===== config.mk =====
export PLATFORM = sky130hd
export DESIGN_NAME = writeback_commit
export DESIGN_NICKNAME = d
export VERILOG_FILES = /design/src/rtl/writeback_commit_pkg.sv /design/src/rtl/wb_lane_align.sv /design/src/rtl/writeback_commit.sv
export SDC_FILE = /design/constraint.sdc
export NUM_CORES = 1
export LEC_CHECK = 0
export BUFFER_PORTS_ARGS = -buffer_cell sky130_fd_sc_hd__buf_4
export CAP_MARGIN = 10
export CORE_AREA = 4 4 127 129
export DETAILED_ROUTE_END_ITERATION = 8
export DIE_AREA = 0 0 131 133
export PLACE_DENSITY_LB_ADDON = 0.12
export SLEW_MARGIN = 40
export SYNTH_ARGS = -nofsm -noshare
export SYNTH_HDL_FRONTEND = slang
export SYNTH_HIERARCHICAL = 1
export SYNTH_SLANG_ARGS = --single-unit

===== constraint.sdc =====
create_clock -name clk -period 4.46 [get_ports clk]
set_clock_uncertainty 0.15 [all_clocks]
set_input_delay 0.892 -clock clk [delete_from_list [all_inputs] [get_ports clk]]
set_output_delay 0.892 -clock clk [all_outputs]
set_load 0.1 [all_outputs]

===== src/rtl/writeback_commit_pkg.sv =====
// Encodings shared between execute and writeback: destination kind, operand size,
// commit FSM states and the architectural EFLAGS reset value.
package writeback_commit_pkg;

  typedef enum logic [1:0] {
    DST_NONE = 2'd0,
    DST_REG  = 2'd1,
    DST_MEM  = 2'd2,
    DST_RSVD = 2'd3
  } dst_e;

  typedef enum logic [1:0] {
    SZ8     = 2'd0,
    SZ16    = 2'd1,
    SZ32    = 2'd2,
    SZ_RSVD = 2'd3
  } size_e;

  typedef enum logic {
    ST_IDLE     = 1'b0,
    ST_MEM_WAIT = 1'b1
  } state_e;

  localparam logic [31:0] EFLAGS_RST = 32'h0000_0002;

  // EFLAGS carried alongside a pending memory write until it retires
  typedef struct packed {
    logic        flags_we;
    logic [31:0] eflags;
  } flags_pend_t;

  function automatic logic [3:0] size_mask(input logic [1:0] size);
    case (size_e'(size))
      SZ8:     size_mask = 4'b0001;
      SZ16:    size_mask = 4'b0011;
      default: size_mask = 4'b1111;
    endcase
  endfunction

endpackage


===== src/rtl/wb_lane_align.sv =====
// Combinational lane steering: positions the result for the GPR byte-enabled write
// port and produces the size mask used for memory writes. Zero latency, no flow control.
module wb_lane_align
  import writeback_commit_pkg::*;
(
  input  logic [1:0]  size,
  input  logic        hi8,
  input  logic [31:0] result,
  output logic [31:0] gpr_wdata,
  output logic [3:0]  gpr_be,
  output logic [3:0]  mem_be
);

  always_comb begin
    gpr_wdata = result;
    gpr_be    = 4'b1111;
    mem_be    = size_mask(size);
    case (size_e'(size))
      SZ8: begin
        if (hi8) begin
          gpr_be    = 4'b0010;
          gpr_wdata = {16'b0, result[7:0], 8'b0};
        end else begin
          gpr_be    = 4'b0001;
          gpr_wdata = {24'b0, result[7:0]};
        end
      end
      SZ16: begin
        gpr_be    = 4'b0011;
        gpr_wdata = {16'b0, result[15:0]};
      end
      default: ;
    endcase
  end

endmodule


===== src/rtl/writeback_commit.sv =====
// Writeback/commit: 1-cycle registered GPR write or NONE retire; MEM writes hold ex_ready low
// until mem_ack or MEM_TIMEOUT abort. WRITEBACK_RETIRE_CNT_EN adds the retire_cnt counter.
module writeback_commit
  import writeback_commit_pkg::*;
#(
  parameter int ADDR_W      = 32,
  parameter int MEM_TIMEOUT = 64
) (
  input  logic              clk,
  input  logic              rst_n,
  input  logic              ex_valid,
  output logic              ex_ready,
  input  logic [31:0]       ex_result,
  input  logic [31:0]       ex_eflags,
  input  logic              ex_flags_we,
  input  logic [1:0]        ex_dst,
  input  logic [1:0]        ex_size,
  input  logic              ex_hi8,
  input  logic [2:0]        ex_reg,
  input  logic [ADDR_W-1:0] ex_addr,
  output logic              gpr_we,
  output logic [2:0]        gpr_idx,
  output logic [31:0]       gpr_wdata,
  output logic [3:0]        gpr_be,
  output logic              mem_req,
  output logic [ADDR_W-1:0] mem_addr,
  output logic [31:0]       mem_wdata,
  output logic [3:0]        mem_be,
  input  logic              mem_ack,
  output logic [31:0]       eflags_q,
  output logic              retire,
  output logic              wb_err
`ifdef WRITEBACK_RETIRE_CNT_EN
  ,output logic [31:0]      retire_cnt
`endif
);

  localparam int CNT_W = (MEM_TIMEOUT > 1) ? $clog2(MEM_TIMEOUT) : 1;
  localparam logic [CNT_W-1:0] TMO_LAST = CNT_W'(MEM_TIMEOUT - 1);

  state_e            state_q, state_d;
  flags_pend_t       pend_q, pend_d;
  logic [CNT_W-1:0]  tmo_cnt_q, tmo_cnt_d;
  logic              gpr_we_q, gpr_we_d;
  logic [2:0]        gpr_idx_q, gpr_idx_d;
  logic [31:0]       gpr_wdata_q, gpr_wdata_d;
  logic [3:0]        gpr_be_q, gpr_be_d;
  logic              mem_req_q, mem_req_d;
  logic [ADDR_W-1:0] mem_addr_q, mem_addr_d;
  logic [31:0]       mem_wdata_q, mem_wdata_d;
  logic [3:0]        mem_be_q, mem_be_d;
  logic [31:0]       eflags_d;
  logic              retire_q, retire_d;
  logic              wb_err_q, wb_err_d;

  logic [31:0]       align_wdata;
  logic [3:0]        align_be;
  logic [3:0]        align_mem_be;

  wb_lane_align u_align (
    .size      (ex_size),
    .hi8       (ex_hi8),
    .result    (ex_result),
    .gpr_wdata (align_wdata),
    .gpr_be    (align_be),
    .mem_be    (align_mem_be)
  );

  always_comb begin
    state_d     = state_q;
    pend_d      = pend_q;
    tmo_cnt_d   = tmo_cnt_q;
    gpr_we_d    = 1'b0;
    gpr_idx_d   = gpr_idx_q;
    gpr_wdata_d = gpr_wdata_q;
    gpr_be_d    = gpr_be_q;
    mem_req_d   = mem_req_q;
    mem_addr_d  = mem_addr_q;
    mem_wdata_d = mem_wdata_q;
    mem_be_d    = mem_be_q;
    eflags_d    = eflags_q;
    retire_d    = 1'b0;
    wb_err_d    = wb_err_q;

    case (state_q)
      ST_IDLE: begin
        if (ex_valid) begin
          case (dst_e'(ex_dst))
            DST_REG: begin
              gpr_we_d    = 1'b1;
              gpr_idx_d   = ex_reg;
              gpr_wdata_d = align_wdata;
              gpr_be_d    = align_be;
              retire_d    = 1'b1;
              if (ex_flags_we) eflags_d = ex_eflags;
            end
            DST_MEM: begin
              state_d     = ST_MEM_WAIT;
              mem_req_d   = 1'b1;
              mem_addr_d  = ex_addr;
              mem_wdata_d = ex_result;
              mem_be_d    = align_mem_be;
              pend_d      = '{flags_we: ex_flags_we, eflags: ex_eflags};
              tmo_cnt_d   = '0;
            end
            default: begin
              retire_d = 1'b1;
              if (ex_flags_we) eflags_d = ex_eflags;
            end
          endcase
        end
      end
      ST_MEM_WAIT: begin
        // ack is tested first so an ack on the terminal count still retires
        if (mem_ack) begin
          mem_req_d = 1'b0;
          retire_d  = 1'b1;
          state_d   = ST_IDLE;
          if (pend_q.flags_we) eflags_d = pend_q.eflags;
        end else if (MEM_TIMEOUT != 0 && tmo_cnt_q == TMO_LAST) begin
          mem_req_d = 1'b0;
          wb_err_d  = 1'b1;
          state_d   = ST_IDLE;
        end else begin
          tmo_cnt_d = tmo_cnt_q + CNT_W'(1);
        end
      end
      default: state_d = ST_IDLE;
    endcase
  end

  always_ff @(posedge clk or negedge rst_n) begin
    if (!rst_n) begin
      state_q     <= ST_IDLE;
      pend_q      <= '0;
      tmo_cnt_q   <= '0;
      gpr_we_q    <= 1'b0;
      gpr_idx_q   <= '0;
      gpr_wdata_q <= '0;
      gpr_be_q    <= '0;
      mem_req_q   <= 1'b0;
      mem_addr_q  <= '0;
      mem_wdata_q <= '0;
      mem_be_q    <= '0;
      eflags_q    <= EFLAGS_RST;
      retire_q    <= 1'b0;
      wb_err_q    <= 1'b0;
    end else begin
      state_q     <= state_d;
      pend_q      <= pend_d;
      tmo_cnt_q   <= tmo_cnt_d;
      gpr_we_q    <= gpr_we_d;
      gpr_idx_q   <= gpr_idx_d;
      gpr_wdata_q <= gpr_wdata_d;
      gpr_be_q    <= gpr_be_d;
      mem_req_q   <= mem_req_d;
      mem_addr_q  <= mem_addr_d;
      mem_wdata_q <= mem_wdata_d;
      mem_be_q    <= mem_be_d;
      eflags_q    <= eflags_d;
      retire_q    <= retire_d;
      wb_err_q    <= wb_err_d;
    end
  end

`ifdef WRITEBACK_RETIRE_CNT_EN
  logic [31:0] retire_cnt_q, retire_cnt_d;

  always_comb retire_cnt_d = retire_cnt_q + {31'b0, retire_d};

  always_ff @(posedge clk or negedge rst_n) begin
    if (!rst_n) retire_cnt_q <= '0;
    else        retire_cnt_q <= retire_cnt_d;
  end

  assign retire_cnt = retire_cnt_q;
`endif

  assign ex_ready  = (state_q == ST_IDLE);
  assign gpr_we    = gpr_we_q;
  assign gpr_idx   = gpr_idx_q;
  assign gpr_wdata = gpr_wdata_q;
  assign gpr_be    = gpr_be_q;
  assign mem_req   = mem_req_q;
  assign mem_addr  = mem_addr_q;
  assign mem_wdata = mem_wdata_q;
  assign mem_be    = mem_be_q;
  assign retire    = retire_q;
  assign wb_err    = wb_err_q;

endmodule


==> results.py, run 1 <==
metrics = {
    "run_status": {
        "status": "finished clean",
    },
    "sta": {
        "tightestPinTransition_ns": 0.785,
        "final-max-slew-violation-count": 0,
        "report.final.hold_viol_count": 0,
        "period_share_pct": 57.4,
        "max_freq_ghz": 0.391,
        "max-slew-margin-rel_pct": 47.5,
        "fin_setup_tns_ns": 0,
        "timing.final.setup_violations": 0,
        "rsz0062_at_grt": "false",
        "final_setup_slack_of_the_worst_path_ns": 1.90,
        "final.min_clock_period_ns": 2.56,
    },
    "route": {
        "route.final.wire_length_um": 18900,
        "dr_total_vias": 6033,
        "number_of_optimization_iterations_in_the_first_detailed_route_pass": 4,
        "highest_layer": "met4",
        "routedWlPerCell_um": 15.8,
        "wl_met1_um": 7890,
        "drcViolationCount": 0,
        "vias_per_cell": 5.02,
        "met3WireLength_um": 1840,
        "antenna_violating_nets_post_route": 0,
        "drtIter0Drc": 349,
        "met2_wirelength_um": 8940,
    },
    "floorplan": {
        "design.portCount": 253,
        "design.die.area_mm2": 0.0174,
        "fp.dieW_um": 131,
        "initial_utilization_pct": 50.5,
        "core_area_mm2": 0.0150,
        "placementRows": 45,
        "die_h_um": 133,
    },
    "clock_network": {
        "clock_buffer_count_from_cts": 17,
        "h-tree-depth": 4,
        "clock_tree_from_tritoncts": "done",
        "worstSkewPairLatency_ns": 0.42,
        "postCtsSetupRepairBufs": 0,
        "clkTransAtPathRegs_ns": 0.06,
        "post_cts.resized_instances": 0,
        "cts_sinks": 183,
        "cts_hold_buffers": 0,
        "root_buffer": "sky130_fd_sc_hd__clkbuf_16",
        "clk_path_buf_depth": 2,
    },
    "synth": {
        "synth-seq-cells": 183,
        "synthArstFlopShare_pct": 100,
        "synth_area_per_cell_um2": 9.80,
        "ys_warn_count": 6,
        "synth_area_leaders": "sky130_fd_sc_hd__dfrtp_1 (60%), sky130_fd_sc_hd__nand2_1 (16%), sky130_fd_sc_hd__mux2_1 (5.8%), sky130_fd_sc_hd__o22ai_1 (2.6%), sky130_fd_sc_hd__a21oi_1 (2.4%)",
        "most_common_cell_in_the_synthesized_netlist": "sky130_fd_sc_hd__nand2_1",
        "synthDistinctLibCells": 44,
        "synth_edf_count": 0,
        "synth_seq_area_share_pct": 60.4,
        "syn-num-nets": 884,
        "synth_cells": 774,
        "synthTopCellsByCount": "sky130_fd_sc_hd__nand2_1 (315), sky130_fd_sc_hd__dfrtp_1 (182), sky130_fd_sc_hd__mux2_1 (39)",
        "post-synth-top-area-fraction_pct": 60.0,
        "synth-main-ff-cell": "sky130_fd_sc_hd__dfrtp_1",
        "library_cell_with_the_largest_summed_area_after_synthesis": "sky130_fd_sc_hd__dfrtp_1",
        "syn-cell-area_mm2": 0.00759,
    },
    "critical_path": {
        "worst-endpoint-arrival_ns": 1.52,
        "timing.critical_path.from_type": "flip-flop",
        "critical_path.max_fanout": 14,
        "cp-end-kind": "primary output",
        "critical_path_class": "flip-flop to primary output",
        "required_ns": 3.42,
    },
    "finish": {
        "antenna-diode-count": 0,
        "final_net_count": 1110,
        "seqCellArea_mm2": 0.00458,
        "areaGrowthSynthToFinish_pct": 33.0,
        "multi_input_area_mm2": 0.00261,
        "final_layout_size_suffix_gt1_share_pct": 30.2,
        "nFillCells": 1229,
    },
    "placed_design": {
        "numPortBuffers": 252,
        "place_hpwl_um": 12900,
        "place.gp.congestion": 0.805,
        "placement.setup.worst_slack_ns": 1.57,
    },
    "worst_hold_path": {
        "worstHoldPathType": "flip-flop to flip-flop",
    },
    "job": {
        "drv_cap": 0,
    },
    "global_route": {
        "antenna_violations_before_repair": 0,
        "gr-usage-all-layers_pct": 21.8,
        "wire_length_of_the_first_global_routing_pass_um": 30000,
        "total_congestion_overflow": 0,
        "grt_pass1_vias": 5882,
        "largest_net_degree_at_the_start_of_global_routing": 99,
    },
}
## per-stage QoR
step	util, %	hold WS (ns)	instances	area [um2]
final	67.1	0.313	1201	10100
after global placement	63.3	0.298	1169	9510
after floorplan	-	0.296	774	7590
after global routing	67.1	0.325	1201	10100
after CTS	67.1	0.316	1201	10100
after detailed placement	63.3	0.299	1169	9510
## state kept, by name, summed over array words and instances (netlist names), 3 cells and up
name / cells
gpr_be: 4
gpr_wdata: 32
mem_addr: 32
pend_q: 33
mem_wdata: 32
tmo_cnt_q: 6
eflags_q: 32
mem_be: 4
gpr_idx: 3
## path summary, 6_finish.rpt
check                          endpoint  depth (start not counted)     from  slack, ns
hold reg to reg                  wb_err                          1   wb_err       0.31
setup reg to reg             pend_q[31]                          4  state_q       2.00
max in group asynchronous    pend_q[23]                          2    rst_n       2.87
setup / recovery               ex_ready                          2  state_q       1.90
hold / removal                   wb_err                          1   wb_err       0.31
min in group asynchronous  mem_addr[22]                          1    rst_n       0.33
## worst max-delay path, cell delays in order, from the launching register on
cell,delay (ns)
sky130_fd_sc_hd__dfrtp_1,0.62
sky130_fd_sc_hd__inv_1,0.20
sky130_fd_sc_hd__buf_4,0.28
## area by class of cell
class                           instances  area share, %
Multi-Input combinational cell        504           25.9
Tap cell                              188           2.33
Clock buffer                           19           4.49
Inverter                               37           1.38
Clock inverter                         13           1.20
Sequential cell                       183           45.4
Timing Repair Buffer                  257           19.3
## kinds of logic (layout without fill, tap and decap cells)
family,after synthesis,after routing,synth area share (%)
adder cells (fa/ha/maj),1,1,0.165
buffers and inverters,87,326,5.46
flip-flops,183,183,60.4
multiplexers,42,42,6.18
AND/OR/NAND/NOR,363,363,19.9
other,1,1,0.0494
AO/OA/AOI/OAI,97,97,7.85
## cell usage in the layout, fill, tap and decap left out, drive strengths merged, types with 2 or more instances in the layout
cell | netlist | layout
a21oi | 37 | 37
and2 | 16 | 16
and3 | 4 | 4
and4bb | 2 | 2
buf | 34 | 256
clkbuf | 16 | 20
clkinv | 0 | 7
dfrtp | 182 | 182
inv | 37 | 41
mux2 | 39 | 39
mux2i | 3 | 3
nand2 | 315 | 315
nand2b | 4 | 4
nand3 | 5 | 5
nor2 | 2 | 2
nor2b | 8 | 8
o21ai | 19 | 19
o22ai | 32 | 32
## routing by layer
layer / global-route usage [%] / up-vias
li1: - / 2924
met1: 28.7 / 2892
met5: 0 / -
met3: 8.20 / 18
met4: 6.17 / 0
met2: 33.9 / 199
Power of run 1 is left out: the tool's default activity adds up to more than one toggle a clock period on the data nets, which glitch-free logic cannot reach.
==> run 2, diff against run 1 <==
CORE_AREA = 4 4 134 136   (was 4 4 127 129)
DIE_AREA = 0 0 138 140   (was 0 0 131 133)
clock period = 2.09 ns   (was 4.46 ns; I/O delays follow)
==> results.py, run 2 (synthesized netlist as in run 1, its figures left out) <==
metrics = {
    "run_status": {
        "status": "finished clean",
    },
    "route": {
        "drcViolationCount": 0,
        "number_of_optimization_iterations_in_the_first_detailed_route_pass": 5,
        "vias_per_cell": 4.82,
        "routedWlPerCell_um": 15.6,
        "route.final.wire_length_um": 19500,
        "drtIter0Drc": 214,
        "dr_total_vias": 6030,
        "antenna_violating_nets_post_route": 0,
    },
    "job": {
        "drv_cap": 0,
    },
    "global_route": {
        "grt-busiest-layer": "met2",
        "antenna_violations_before_repair": 0,
        "globalRouteMet1Util_pct": 25.8,
        "total_congestion_overflow": 0,
        "gr-usage-all-layers_pct": 20.3,
        "wire_length_of_the_first_global_routing_pass_um": 31900,
        "grtUsageMet2_pct": 32.4,
        "largest_net_degree_at_the_start_of_global_routing": 54,
        "grt_pass1_vias": 6119,
        "gr-usage-met3_pct": 7.95,
    },
    "finish": {
        "max_reg_flops": 33,
        "antenna-diode-count": 0,
        "final_net_count": 1124,
        "final_layout_size_suffix_gt1_share_pct": 31.1,
        "top_register": "pend_q",
        "fin_cells": 1252,
        "layout.cells.most_common_list": "sky130_fd_sc_hd__nand2_1 (315), sky130_fd_sc_hd__buf_4 (262), sky130_fd_sc_hd__dfrtp_1 (181)",
        "final_common_cell": "sky130_fd_sc_hd__nand2_1",
        "areaGrowthSynthToFinish_pct": 36.1,
    },
    "critical_path": {
        "crit_path_cell_trace": "clkinvlp_4 -> buf_4",
        "ff2ff_path_depth": 3,
        "critical_path_class": "flip-flop to primary output",
        "cp-end-kind": "primary output",
        "timing.rr.end": "gpr_wdata[26]",
        "regToRegSetupSlack_ns": 0.34,
        "rr_startpoint": "state_q",
        "critical_path.max_fanout": 14,
        "worst-endpoint-arrival_ns": 1.39,
        "timing.critical_path.from_type": "flip-flop",
        "critical-path-max-stage-delay_ns": 0.53,
        "path_buf_inv": 2,
        "crit_start": "state_q",
        "worst_path_dominant_cell_family": "flip-flops",
        "crit_slowest_cell": "sky130_fd_sc_hd__dfrtp_2",
        "setup.worst_path.end": "ex_ready",
        "critical_path_cell_count": 2,
        "required_ns": 1.52,
    },
    "sta": {
        "report.final.hold_viol_count": 0,
        "max_freq_ghz": 0.510,
        "final_setup_slack_of_the_worst_path_ns": 0.129,
        "fin_setup_tns_ns": 0,
        "hold_ws_ns": 0.0287,
        "period_share_pct": 93.8,
        "final.min_clock_period_ns": 1.96,
        "final-max-slew-violation-count": 0,
        "timing.final.setup_violations": 0,
        "rsz0062_at_grt": "false",
    },
    "floorplan": {
        "design.die.area_mm2": 0.0193,
        "initial_utilization_pct": 44.8,
        "core_area_mm2": 0.0169,
        "placementRows": 48,
        "design.portCount": 253,
        "die_h_um": 140,
        "fp.dieW_um": 138,
    },
    "worst_hold_path": {
        "worstHoldPathType": "primary input to flip-flop",
    },
    "clock_network": {
        "root_buffer": "sky130_fd_sc_hd__clkbuf_16",
        "clock_tree_from_tritoncts": "done",
        "clkTransAtPathRegs_ns": 0.06,
        "worstSkewPairLatency_ns": 0.42,
        "clock_buffer_count_from_cts": 17,
        "cts_sinks": 183,
        "h-tree-depth": 4,
        "clk_path_buf_depth": 2,
    },
    "placed_design": {
        "placement.setup.worst_slack_ns": 0.244,
        "place_inst": 1219,
        "place_hpwl_um": 13600,
        "place.gp.congestion": 0.802,
        "numPortBuffers": 252,
    },
}
-- run 2: through the flow --
stage	cell area (um2)	utilization, %
detailed placement	9740	57.5
floorplan	7590	-
global route	10300	61.0
CTS	10300	61.0
global placement	9740	57.5
finish	10300	61.0
-- run 2: worst min-delay path by stage --
stage / startpoint / endpoint / slack (ns) / depth (start not counted)
2_1_floorplan: rst_n / eflags_q[0] / -0.03 / 0
3_3_place_gp: rst_n / mem_addr[27] / 0.21 / 1
3_5_place_dp: rst_n / mem_addr[27] / 0.21 / 1
4_1_cts: ex_addr[25] / mem_addr[25] / 0.02 / 3
5_1_grt: ex_addr[15] / mem_addr[15] / 0.03 / 3
6_report: ex_addr[25] / mem_addr[25] / 0.03 / 3
-- run 2: area by class of cell --
type | instances | area [um2]
clock buffers | 21 | 460
clock inverters | 11 | 123
fillers | 1509 | 6610
inverters | 37 | 143
multi-input cells | 504 | 2610
flip-flops and latches | 183 | 4580
well taps | 225 | 282
repair buffers | 271 | 2130
-- run 2: worst min-delay path, delay by kind of cell --
| kind | cells | cell delay, ns |
|---|---|---|
| buf+inv | 1 | 0.08 |
| simple gates | 2 | 0.08 |
-- run 2: repair_timing --
item,4_1_cts,5_1_grt
endpoints found under the hold margin,33,0
buffers inserted,0,0
hold buffers,1,0
setup endpoints to repair,1,0
resized for setup,1,0
-- run 2: metal layers --
metal / part of all wire, % / wire, um
met1: 42 / 8120
met2: 48 / 9430
met3: 8.5 / 1660
met4: 1.4 / 263
met5: 0 / 0
Power of run 2 is left out for the same reason.
==> run 3, diff against run 2 <==
ABC_AREA = 1   (was default)
CORE_AREA = 4 4 136 138   (was 4 4 134 136)
CTS_BUF_LIST = sky130_fd_sc_hd__clkbuf_16   (was default)
DIE_AREA = 0 0 140 142   (was 0 0 138 140)
==> results.py, run 3 <==
metrics = {
    "run_status": {
        "status": "finished clean",
    },
    "global_route": {
        "grt_pass1_vias": 6567,
        "antenna_violations_before_repair": 0,
        "gr-usage-all-layers_pct": 20.9,
        "wire_length_of_the_first_global_routing_pass_um": 33600,
        "largest_net_degree_at_the_start_of_global_routing": 77,
        "total_congestion_overflow": 0,
    },
    "sta": {
        "max_freq_ghz": 0.545,
        "tightestPinTransition_ns": 0.589,
        "max-slew-margin-rel_pct": 60.6,
        "timing.final.setup_violations": 0,
        "fin_setup_tns_ns": 0,
        "rsz0062_at_grt": "false",
        "report.final.hold_viol_count": 0,
        "final-max-slew-violation-count": 0,
        "period_share_pct": 87.8,
        "final.min_clock_period_ns": 1.84,
    },
    "route": {
        "antenna_violating_nets_post_route": 0,
        "route.final.wire_length_um": 20600,
        "routedWlPerCell_um": 14.4,
        "dr_total_vias": 6725,
        "number_of_optimization_iterations_in_the_first_detailed_route_pass": 4,
        "drtIter0Drc": 313,
        "vias_per_cell": 4.70,
        "drcViolationCount": 0,
    },
    "power": {
        "power.internal_mw": 7.40,
        "power.density_mw_per_mm2": 1360,
        "p_leak_nw": 6.05,
        "peakVddDrop_v": 0.000839,
        "clock_power_share_pct": 22.7,
        "seq_power_share_pct": 32.0,
        "power.switching_mw": 7.01,
        "part_of_the_total_power_dissipated_in_combinational_logic_pct": 45.2,
        "switching_share_pct": 48.6,
    },
    "synth": {
        "synth_edf_count": 0,
        "synth_adder_area_share_pct": 0.159,
        "synthTopCellsByCount": "sky130_fd_sc_hd__nand2_1 (500), sky130_fd_sc_hd__dfrtp_1 (182), sky130_fd_sc_hd__inv_1 (75)",
        "main_combinational_cell_family_by_area_after_synthesis": "simple AND/OR/NAND/NOR gates",
        "synth_area_leaders": "sky130_fd_sc_hd__dfrtp_1 (58%), sky130_fd_sc_hd__nand2_1 (24%), sky130_fd_sc_hd__inv_1 (3.6%), sky130_fd_sc_hd__nand3_1 (2.7%), sky130_fd_sc_hd__o21ai_0 (2.7%)",
        "synth_seq_area_share_pct": 58.2,
        "synthArstFlopShare_pct": 100,
        "post-synth-top-area-fraction_pct": 57.9,
        "synth-main-ff-cell": "sky130_fd_sc_hd__dfrtp_1",
        "synth_simple_gate_area_share_pct": 27.9,
        "ys_warn_count": 6,
        "syn-cell-area_mm2": 0.00787,
        "post_synthesis_compound_gate_area_fraction_pct": 5.76,
        "most_common_cell_in_the_synthesized_netlist": "sky130_fd_sc_hd__nand2_1",
        "synth_cells": 957,
        "synthDistinctLibCells": 29,
        "library_cell_with_the_largest_summed_area_after_synthesis": "sky130_fd_sc_hd__dfrtp_1",
        "multiplexer_share_of_the_synthesized_area_pct": 0,
        "syn-num-nets": 1067,
        "synth_area_per_cell_um2": 8.22,
        "yosys.area_share.xor_xnor_pct": 0,
        "synth-seq-cells": 183,
    },
    "critical_path": {
        "required_ns": 1.52,
        "rr_startpoint": "state_q",
        "worst-endpoint-arrival_ns": 1.27,
        "timing.critical_path.from_type": "flip-flop",
        "regToRegSetupSlack_ns": 0.33,
        "critical_path.max_fanout": 5,
        "cp-end-kind": "primary output",
        "crit_slowest_cell": "sky130_fd_sc_hd__dfrtp_1",
        "crit_path_cell_trace": "inv_2 -> buf_4",
        "critical_path_class": "flip-flop to primary output",
        "timing.rr.end": "eflags_q[22]",
        "ff2ff_path_depth": 6,
        "critical-path-max-stage-delay_ns": 0.44,
    },
    "floorplan": {
        "core_area_mm2": 0.0172,
        "fp.dieW_um": 140,
        "die_h_um": 142,
        "design.die.area_mm2": 0.0199,
        "initial_utilization_pct": 45.8,
        "placementRows": 48,
        "design.portCount": 253,
    },
    "finish": {
        "core_util_final_pct": 61.5,
        "layout.cells.most_common_list": "sky130_fd_sc_hd__nand2_1 (500), sky130_fd_sc_hd__buf_4 (261), sky130_fd_sc_hd__dfrtp_1 (182)",
        "antenna-diode-count": 0,
        "fin_cells": 1430,
        "final_layout_size_suffix_gt1_share_pct": 25.9,
        "final_net_count": 1302,
        "areaGrowthSynthToFinish_pct": 34.4,
        "top_register": "pend_q",
        "max_reg_flops": 33,
        "final_common_cell": "sky130_fd_sc_hd__nand2_1",
        "nFillCells": 1595,
    },
    "placed_design": {
        "numPortBuffers": 252,
        "place_inst": 1397,
        "place.gp.congestion": 0.791,
        "place_hpwl_um": 14200,
    },
    "clock_network": {
        "postCtsSetupRepairBufs": 0,
        "clk_path_buf_depth": 2,
        "cts_hold_buffers": 1,
        "h-tree-depth": 4,
        "clock_tree_from_tritoncts": "done",
        "cts_sinks": 183,
        "post_cts.resized_instances": 0,
        "root_buffer": "sky130_fd_sc_hd__clkbuf_16",
        "clock_buffer_count_from_cts": 17,
        "clkTransAtPathRegs_ns": 0.07,
        "worstSkewPairLatency_ns": 0.41,
    },
    "job": {
        "drv_cap": 0,
    },
    "worst_hold_path": {
        "hold_end": "mem_addr[16]",
        "worstHoldPathType": "primary input to flip-flop",
        "beginning_of_the_worst_hold_path": "ex_addr[16]",
        "whs_path_depth": 3,
    },
}
run 3: critical path, delay by kind of cell, from the launching register on:
kind | cells | cell delay (ns)
DFF | 1 | 0.44
buffers and inverters | 2 | 0.40
run 3: worst max path at each step:
stage          cells past startpoint      start           end  slack (ns)
2_1_floorplan                      3    state_q      ex_ready        0.56
3_3_place_gp                       8  ex_dst[1]     pend_q[1]        0.34
3_5_place_dp                       8  ex_dst[1]     pend_q[2]        0.31
4_1_cts                            2    state_q      ex_ready        0.24
5_1_grt                            6    state_q  eflags_q[22]        0.19
6_report                           2    state_q      ex_ready        0.25
run 3: layout make-up:
class	instances	area (um2)	share of cell area (%)
inverter	78	295	2.79
clock buffer	17	425	4.03
timing repair buffer	271	2140	20.3
clock inverter	15	178	1.68
tap	225	282	2.66
sequential	183	4580	43.3
multi-input combinational	641	2670	25.2
run 3: power groups by stage:
stage / Combinational [mW] / Clock (mW) / Sequential, mW
3_3_place_gp: 6.51 / 0 / 4.67
2_1_floorplan: 0.899 / 0 / 8.76
3_5_place_dp: 6.56 / 0 / 4.66
6_report: 6.52 / 3.27 / 4.62
4_1_cts: 6.57 / 3.34 / 4.62
5_1_grt: 6.80 / 3.49 / 4.71
run 3: cell families after synthesis:
family | count (synthesis)
flip-flops | 183
other | 1
adder cells (fa/ha/maj) | 1
buffers and inverters | 133
AO/OA/AOI/OAI | 80
AND/OR/NAND/NOR | 559
run 3: layer usage:
layer,GRT usage (%),wire [um],up-vias
met2,34.3,9880,174
met3,5.75,1440,24
li1,-,-,3402
met4,6.53,426,0
met1,27.3,8840,3125
met5,0,0,-
run 3: stage by stage:
stage          cell area [um2]  power (mW)  hold slack (ns)  worst slack, ns
6_report                 10600        14.4           0.0376            0.254
5_1_grt                  10600        15.0           0.0240            0.186
4_1_cts                  10600        14.5           0.0235            0.238
3_5_place_dp              9950        11.2            0.205            0.306
3_3_place_gp              9950        11.2            0.206            0.339
2_1_floorplan             7870        9.66          -0.0276            0.561
Note: power is estimated with default switching activity, not from simulation.
